## src/rtl/mem_stage_access_pkg.sv

```systemverilog
// mem_stage_access_pkg: types and constants shared by the MEM stage, its
// MEM/WB register and the writeback mux downstream.
package mem_stage_access_pkg;

  localparam int MEM_DATA_W = 32;
  localparam int MEM_REG_AW = 5;

  typedef enum logic {
    IDLE = 1'b0,
    WAIT = 1'b1
  } memState_t;

  // MEM/WB bundle as seen by the writeback mux.
  typedef struct packed {
    logic                  regWrite;
    logic                  memtoReg;
    logic [MEM_DATA_W-1:0] readData;
    logic [MEM_DATA_W-1:0] aluOut;
    logic [MEM_REG_AW-1:0] writeReg;
  } memWb_t;

  // A load that also claims to write memory is a malformed decode; it is
  // handled as a store, so only a pure MemtoReg counts as a load.
  function automatic logic isLoadOp(input logic memtoReg, input logic memWrite);
    return memtoReg & ~memWrite;
  endfunction

endpackage

```

## src/rtl/mem_stage_access_mem_wb_reg.sv

```systemverilog
// mem_wb_reg: MEM/WB pipeline register. Loads every cycle; bubble forces an
// all-zero (no-op) entry so a stalled or abandoned access never writes back.
module mem_wb_reg
  import mem_stage_access_pkg::*;
#(
  parameter int DATA_W = MEM_DATA_W,
  parameter int REG_AW = MEM_REG_AW
) (
  input  logic              clock,
  input  logic              reset,
  input  logic              bubble,
  input  logic              regWriteIn,
  input  logic              memtoRegIn,
  input  logic [DATA_W-1:0] readDataIn,
  input  logic [DATA_W-1:0] aluOutIn,
  input  logic [REG_AW-1:0] writeRegIn,
  output logic              RegWriteW,
  output logic              MemtoRegW,
  output logic [DATA_W-1:0] ReadDataW,
  output logic [DATA_W-1:0] ALUOutW,
  output logic [REG_AW-1:0] WriteRegW
);

  // Register stage: clear on reset or bubble, otherwise capture the MEM result.
  always_ff @(posedge clock) begin
    if (reset || bubble) begin
      RegWriteW <= 1'b0;
      MemtoRegW <= 1'b0;
      ReadDataW <= '0;
      ALUOutW   <= '0;
      WriteRegW <= '0;
    end else begin
      RegWriteW <= regWriteIn;
      MemtoRegW <= memtoRegIn;
      ReadDataW <= readDataIn;
      ALUOutW   <= aluOutIn;
      WriteRegW <= writeRegIn;
    end
  end

endmodule

```

## src/rtl/mem_stage_access.sv

```systemverilog
// mem_stage_access: MEM-stage data-memory access over a req/ready handshake,
// front-of-pipe stall while the access is pending, and the MEM/WB register.
// Optional feature: define MEM_ALIGN_CHECK_EN to reject word-misaligned
// accesses (no request, bubble, registered misalign_err pulse).
//
// state | meaning
// IDLE  | no access outstanding; a new access is requested this cycle
// WAIT  | access issued, memory not ready yet; EX/MEM held by StallM
module mem_stage_access
  import mem_stage_access_pkg::*;
#(
  parameter int DATA_W      = MEM_DATA_W,
  parameter int REG_AW      = MEM_REG_AW,
  parameter int TIMEOUT_CYC = 255
) (
  input  logic              clock,
  input  logic              reset,
  input  logic              RegWriteM,
  input  logic              MemtoRegM,
  input  logic              MemWriteM,
  input  logic [DATA_W-1:0] ALUOutM,
  input  logic [DATA_W-1:0] WriteDataM,
  input  logic [REG_AW-1:0] WriteRegM,
  output logic              StallM,
  output logic              dmem_req,
  output logic              dmem_we,
  output logic [DATA_W-1:0] dmem_addr,
  output logic [DATA_W-1:0] dmem_wdata,
  input  logic              dmem_ready,
  input  logic [DATA_W-1:0] dmem_rdata,
  output logic              RegWriteW,
  output logic              MemtoRegW,
  output logic [DATA_W-1:0] ReadDataW,
  output logic [DATA_W-1:0] ALUOutW,
  output logic [REG_AW-1:0] WriteRegW,
`ifdef MEM_ALIGN_CHECK_EN
  output logic              misalign_err,
`endif
  output logic              dmem_timeout
);

  // Counter wide enough to hold TIMEOUT_CYC itself.
  localparam int CNT_W = $clog2(TIMEOUT_CYC + 1);

  memState_t          state;
  memState_t          stateNext;
  logic [CNT_W-1:0]   waitCnt;
  logic [CNT_W-1:0]   waitCntNext;
  logic               timeoutNext;
  logic               access;
  logic               isLoad;
  logic               misaligned;
  logic               abandon;
  logic               bubble;
  logic               wbRegWrite;
  logic               wbMemtoReg;
  logic [DATA_W-1:0]  wbReadData;

  assign access = MemtoRegM | MemWriteM;
  assign isLoad = isLoadOp(MemtoRegM, MemWriteM);

`ifdef MEM_ALIGN_CHECK_EN
  assign misaligned = access & (ALUOutM[1:0] != 2'b00);
`else
  assign misaligned = 1'b0;
`endif

  assign dmem_addr  = ALUOutM;
  assign dmem_wdata = WriteDataM;
  assign dmem_we    = dmem_req & MemWriteM;
  assign StallM     = dmem_req & ~dmem_ready & ~abandon;

  // Stores never write back, even if decode asserted RegWriteM.
  assign wbRegWrite = RegWriteM & ~MemWriteM;
  assign wbMemtoReg = isLoad;
  assign wbReadData = isLoad ? dmem_rdata : '0;

  // State, wait counter and sticky timeout flag.
  always_ff @(posedge clock) begin
    if (reset) begin
      state        <= IDLE;
      waitCnt      <= '0;
      dmem_timeout <= 1'b0;
    end else begin
      state        <= stateNext;
      waitCnt      <= waitCntNext;
      dmem_timeout <= timeoutNext;
    end
  end

  // Next state, memory request and bubble decision.
  always_comb begin
    stateNext   = state;
    waitCntNext = waitCnt;
    timeoutNext = dmem_timeout;
    dmem_req    = 1'b0;
    abandon     = 1'b0;
    bubble      = 1'b0;
    case (state)
      IDLE: begin
        if (access) begin
          if (misaligned) begin
            bubble = 1'b1;
          end else begin
            dmem_req = 1'b1;
            if (!dmem_ready) begin
              stateNext   = WAIT;
              waitCntNext = CNT_W'(1);
              bubble      = 1'b1;
            end
          end
        end
      end
      WAIT: begin
        // Request stays up through the abandon cycle; the memory sees it drop after.
        dmem_req = 1'b1;
        if (dmem_ready) begin
          stateNext   = IDLE;
          waitCntNext = '0;
        end else if (waitCnt == CNT_W'(TIMEOUT_CYC)) begin
          abandon     = 1'b1;
          bubble      = 1'b1;
          timeoutNext = 1'b1;
          stateNext   = IDLE;
          waitCntNext = '0;
        end else begin
          bubble      = 1'b1;
          waitCntNext = waitCnt + CNT_W'(1);
        end
      end
      default: begin
        stateNext   = IDLE;
        waitCntNext = '0;
      end
    endcase
  end

`ifdef MEM_ALIGN_CHECK_EN
  // One-cycle error flag, aligned with the bubble it produces in MEM/WB.
  always_ff @(posedge clock) begin
    if (reset) misalign_err <= 1'b0;
    else       misalign_err <= (state == IDLE) & misaligned;
  end
`endif

  mem_wb_reg #(
    .DATA_W (DATA_W),
    .REG_AW (REG_AW)
  ) u_mem_wb_reg (
    .clock      (clock),
    .reset      (reset),
    .bubble     (bubble),
    .regWriteIn (wbRegWrite),
    .memtoRegIn (wbMemtoReg),
    .readDataIn (wbReadData),
    .aluOutIn   (ALUOutM),
    .writeRegIn (WriteRegM),
    .RegWriteW  (RegWriteW),
    .MemtoRegW  (MemtoRegW),
    .ReadDataW  (ReadDataW),
    .ALUOutW    (ALUOutW),
    .WriteRegW  (WriteRegW)
  );

endmodule

```

## config.mk

```make
export PLATFORM = sky130hd
export DESIGN_NAME = mem_stage_access
export DESIGN_NICKNAME = d
export VERILOG_FILES = /design/src/rtl/mem_stage_access_pkg.sv /design/src/rtl/mem_stage_access_mem_wb_reg.sv /design/src/rtl/mem_stage_access.sv
export SDC_FILE = /design/constraint.sdc
export NUM_CORES = 1
export LEC_CHECK = 0
export CORE_MARGIN = 5
export CORE_UTILIZATION = 29
export DETAILED_ROUTE_END_ITERATION = 10
export GPL_ROUTABILITY_DRIVEN = 0
export PLACE_DENSITY = 0.77
export SETUP_SLACK_MARGIN = 0.15
export SLEW_MARGIN = 20
export SYNTH_ARGS = -nofsm -noshare
export SYNTH_HDL_FRONTEND = slang
export SYNTH_SLANG_ARGS = --single-unit
```

## constraint.sdc

```tcl
create_clock -name clock -period 1.41 [get_ports clock]
set_clock_uncertainty 0.15 [all_clocks]
set_input_delay 0.282 -clock clock [delete_from_list [all_inputs] [get_ports clock]]
set_output_delay 0.282 -clock clock [all_outputs]
set_load 0.05 [all_outputs]
```

### Word-level counts from Yosys, hierarchy flattened

Index checks and enable logic that the tools add are counted.

* input bits: 107
* logic and storage cells: 43
* bits in registers: 81
* output and inout bits: 139

* reductions and logical operators: 4
* equality and inequality tests: 3
* muxes and demuxes: 16
* bitwise operators: 11
* add/subtract/negate cells: 1

Operators by type and width (count)
* two-way mux 8 bit: 4
* case mux 8 bit (2 select lines): 1
* adder 8 x 1 -> 8 bit (second input constant): 1
* == test 8 bit (second input constant): 1
* two-way mux 1 bit: 8
* case mux 1 bit (2 select lines): 3
* AND 1 bit: 5
* NOT 1 bit: 5
* != test 2 bit (second input constant): 2
* AND reduction 3 bit: 1
* AND reduction 2 bit: 1
* OR reduction 2 bit: 1
* logical OR 1 bit: 1
* OR 1 bit: 1

### Longest topological paths before layout

* depth in word-level cells: 6
* mapped depth: 5
* mapped depth without buffers: 5

### Modules after synthesis

A second synthesis with hierarchy kept.

* cell total of the unflattened synthesis: 318
* area total of the unflattened synthesis: 3692.3 µm²

Modules (own cells, without submodules)
* mem_wb_reg: area each 2484.9 µm², sequential area each 1421.4 µm², cells each 158, times used 1
* mem_stage_access: area each 1207.4 µm², sequential area each 200.2 µm², cells each 160, times used 1

### Least setup slack after synthesis

OpenSTA, ideal clock, no wires.

* path type: register -> register
* start: reg waitCnt[0]
* end: reg state
* stages on the path, launching flop included: 6
* path buffers: 0
* data arrival time: 2.194 ns
* setup time: 0.065 ns
* setup slack: -0.999 ns
* cell sequence: dfxtp_1 -> ha_1 -> nand3_1 -> nor2_1 -> a211oi_1 -> and2_1

* longest elaborated chain between the ends: 4

RTL lines
* start: declaration: line mem_stage_access.sv:47 `logic [CNT_W-1:0] waitCnt;`
* start signal: assignment: line mem_stage_access.sv:86 `waitCnt <= waitCntNext;`
* == test 8 bit: line mem_stage_access.sv:120 `end else if (waitCnt == CNT_W'(TIMEOUT_CYC)) begin`
* two-way mux 1 bit: line mem_stage_access.sv:120
* two-way mux 1 bit: line mem_stage_access.sv:117 `if (dmem_ready) begin`
* case mux 1 bit (2 select lines): line mem_stage_access.sv:99 `case (state)`
* end signal: assignment: line mem_stage_access.sv:85 `state <= stateNext;`
* end: declaration: line mem_stage_access.sv:45 `memState_t state;`

No other way between the ends.
A chain may end at the register's enable or synchronous reset.

### Final worst setup path

* start: reg waitCnt[1]
* end: out StallM

* longest elaborated chain between the ends: 6

RTL lines
* == test 8 bit: line mem_stage_access.sv:120
* two-way mux 1 bit: line mem_stage_access.sv:120
* two-way mux 1 bit: line mem_stage_access.sv:117
* two-way mux 1 bit: line mem_stage_access.sv:99
* NOT 1 bit: line mem_stage_access.sv:71 `assign StallM = dmem_req & ~dmem_ready & ~abandon;`
* AND 1 bit: line mem_stage_access.sv:71
* end: declaration: line mem_stage_access.sv:24 `output logic StallM,`

No other way between the ends.

==> run summary <==
Status = finished with violations
Failing checks = negative setup slack
Crit path max fanout = 2
Register Area = 1730 um2
P_sw = 0.00165 W
GRT Util Overall = 16.8%
Met2 WL = 6.05 mm
Vias = 2447
Net switching fraction of the power = 28.0%
Remaining DRCs = 0
FILL cells = 674
Tot Pwr = 0.00588 W
Final ANT Viol Nets = 0
HP Class = primary input to flip-flop
Critical path class = flip-flop to primary output
Via/cell ratio = 4.29
Minimum clock period = 1.86 ns
Grt ovf = 0
Largest net degree at the start of global routing = 21
DPL Wire Length = 7.89 mm
Final hold violations = 0
Clk root buf = clkbuf_8
Final #Nets = 541
Crit-path leading delay family = flip-flops
Register area share after synthesis = 55.6%
YS warnings = 0
Core Rows = 36
Total power per unit cell area = 922 nW/um2
Clock-pin slew on the worst setup and hold paths = 0.09 ns
Worst Setup Start Kind = flip-flop
Area grow syn2layout = 119%
Core Region = 9770 um2
Routed WL = 11.0 mm
Drt pass-1 iters = 4
Leak Pwr = 2.72 nW
Largest stage delay, worst path = 0.34 ns
Vias in the first global route = 2656
Horiz. Die Dim = 110 um
CTS tree = built
Worst path cell trace = ha_4 > nand3_4 > nor2_4 > a211oi_4 > buf_12
Worst Path Required = 0.98 ns
Max-Cap Viols = 0
Final number of max-transition violations = 0
Sequential power share = 41.6%
Multi-input gate area = 990 um2
First-pass GRT wire length = 15.1 mm
Worst-Skew Late Latency = 0.35 ns
Layout cells sized above 1 = 68.7%
Slew margin rel. = 76.3%
Wire per inst = 19.2 um
Die Y-Extent = 110 um
Top Metal Used = met4
P_int = 0.00423 W
Cell variety after synth = 34
Diodes inserted = 0
Worst setup EP type = primary output
Max Freq = 538 MHz
Sink Count = 81
TNS Setup = -2.62 ns
Initial Util = 29.9%
Clock power frac = 32.7%
DR iter-0 viols = 76
Finished Core Util = 65.3%
Metal1 wirelength = 3.53 mm
Max VDD drop = 0.571 mV
Worst-margin pin slew = 0.356 ns
TritonCTS buffer count = 9
# hold bufs at CTS = 0
Syn_nets = 380
Worst Hold Slack = 0.210 ns
Antenna violations before repair = 0
CP Buf/Inv Count = 1
Setup violations, final = 49
Met3 wire len = 1.06 mm
Slowest-stage cell, CP = dfxtp_2
CP arrival = 1.43 ns
FF+latch count, synth = 81
Final WS setup = -0.450 ns
Period utilisation layout = 132%
IO Pins = 246
Cell count after synthesis = 272
H-tree depth = 3
Netlist Area Pre-Place = 2920 um2
Dpl ws = -0.557 ns
Logic pwr share = 25.8%
Port-buffer cells = 181
Die area = 12200 um2
Clk buf depth = 2
Mapped Avg Cell Area = 10.7 um2
RSZ-0062 raised after global routing = true
## worst register-to-register path, cell delays in order (launching register included)
cell and delay (ns):
dfxtp_2 0.36, nand4_1 0.21, nor2_4 0.21, buf_4 0.13, buf_6 0.08, buf_6 0.08, o31ai_1 0.05, a32o_1 0.21
## metal layers
metal  global-route usage, %  vias up
met2                    31.8      143
met4                    9.32        0
met1                    16.2     1133
met5                       0        -
li1                        -     1129
met3                    4.89       42
## layout by cell type (no fill, tap or decap), drive strengths merged, types with 2 or more instances in the layout
cell           count
and2              70
and3               2
and3b              6
buf              143
bufinv             2
clkbuf            11
clkdlybuf4s15      2
clkdlybuf4s50     39
clkinv             2
dfxtp             81
dlygate4sd2       33
inv                4
nand3              2
nor2              10
o2111ai            2
o21a               2
o21ai              4
xor2               5
## what timing repair did
item	in CTS	in global routing
setup endpoints to repair	188	155
setup buffers	6	8
pin swaps	23	25
resized for setup	171	24
cloned	7	1
## logic make-up (layout without fill, tap and decap cells)
group / count (synthesis) / count (layout) / share of synthesized area [%]
buffers and inverters: 76 / 237 / 19.0
AOI/OAI and AO/OA: 17 / 18 / 4.29
DFF: 81 / 81 / 55.6
and+or+nand+nor: 92 / 96 / 19.3
adders and majority gates: 1 / 1 / 0.429
xor gates and xnor gates: 5 / 5 / 1.50
## layout make-up
| cell class | instances | area share, % |
|---|---|---|
| Clock buffer | 10 | 2.16 |
| Clock inverter | 6 | 1.41 |
| Inverter | 3 | 0.176 |
| Multi-Input combinational cell | 120 | 15.5 |
| Sequential cell | 81 | 27.1 |
| Tap cell | 133 | 2.61 |
| Timing Repair Buffer | 218 | 51.1 |
## Yosys cell counts (all sizes together)
| library cell | instances | area, um2 |
|---|---|---|
| dfxtp | 81 | 1620 |
| and2 | 70 | 438 |
| buf | 69 | 524 |
| nor2 | 10 | 37.5 |
| xor2 | 5 | 43.8 |
| clkbuf | 4 | 17.5 |
| o21ai | 4 | 20.0 |
| inv | 3 | 11.3 |
| and3 | 2 | 12.5 |
| and3b | 2 | 21.3 |
| nand3 | 2 | 10.0 |
| o2111ai | 2 | 17.5 |
| a211oi | 1 | 7.51 |
| a21o | 1 | 7.51 |
| a21oi | 1 | 5.00 |
| a22oi | 1 | 7.51 |
| a311oi | 1 | 8.76 |
| a32o | 1 | 10.0 |
| a41oi | 1 | 8.76 |
| and2b | 1 | 7.51 |
| and4 | 1 | 8.76 |
| ha | 1 | 12.5 |
| nand2 | 1 | 3.75 |
| nand4 | 1 | 6.26 |
| nor3 | 1 | 10.0 |
| o211ai | 1 | 7.51 |
| o21a | 1 | 7.51 |
| o21ba | 1 | 10.0 |
| o31ai | 1 | 7.51 |
| or2 | 1 | 6.26 |
## state kept, by name (all words and copies together), names as in the netlist
register	count
state	1
u_mem_wb_reg.MemtoRegW	1
u_mem_wb_reg.ALUOutW	32
waitCnt	8
dmem_timeout	1
u_mem_wb_reg.ReadDataW	32
u_mem_wb_reg.WriteRegW	5
u_mem_wb_reg.RegWriteW	1
## final timing paths
kind	startpoint	endpoint	slack, ns	depth (start not counted)
max	waitCnt[1]	StallM	-0.45	5
min	ALUOutM[10]	u_mem_wb_reg.ALUOutW[10]	0.21	2
max reg2reg	waitCnt[6]	waitCnt[0]	-0.18	7
min reg2reg	waitCnt[6]	waitCnt[6]	0.44	2
## stage by stage
step           std cells  instance area (um2)
6_report             571                 6380
5_1_grt              571                 6380
4_1_cts              562                 6220
3_5_place_dp         533                 5620
3_3_place_gp         533                 5620
2_1_floorplan        272                 3000
## power groups by stage
| stage | Combinational (W) | Clock, W | Sequential (W) |
|---|---|---|---|
| final | 0.00151 | 0.00192 | 0.00244 |
| after CTS | 0.00147 | 0.00198 | 0.00245 |
| after floorplan | 0.000627 | 0 | 0.00270 |
| after detailed placement | 0.00139 | 0 | 0.00249 |
| after global routing | 0.00156 | 0.00206 | 0.00245 |
| after global placement | 0.00137 | 0 | 0.00248 |
Power figures use the tool's default switching activity.
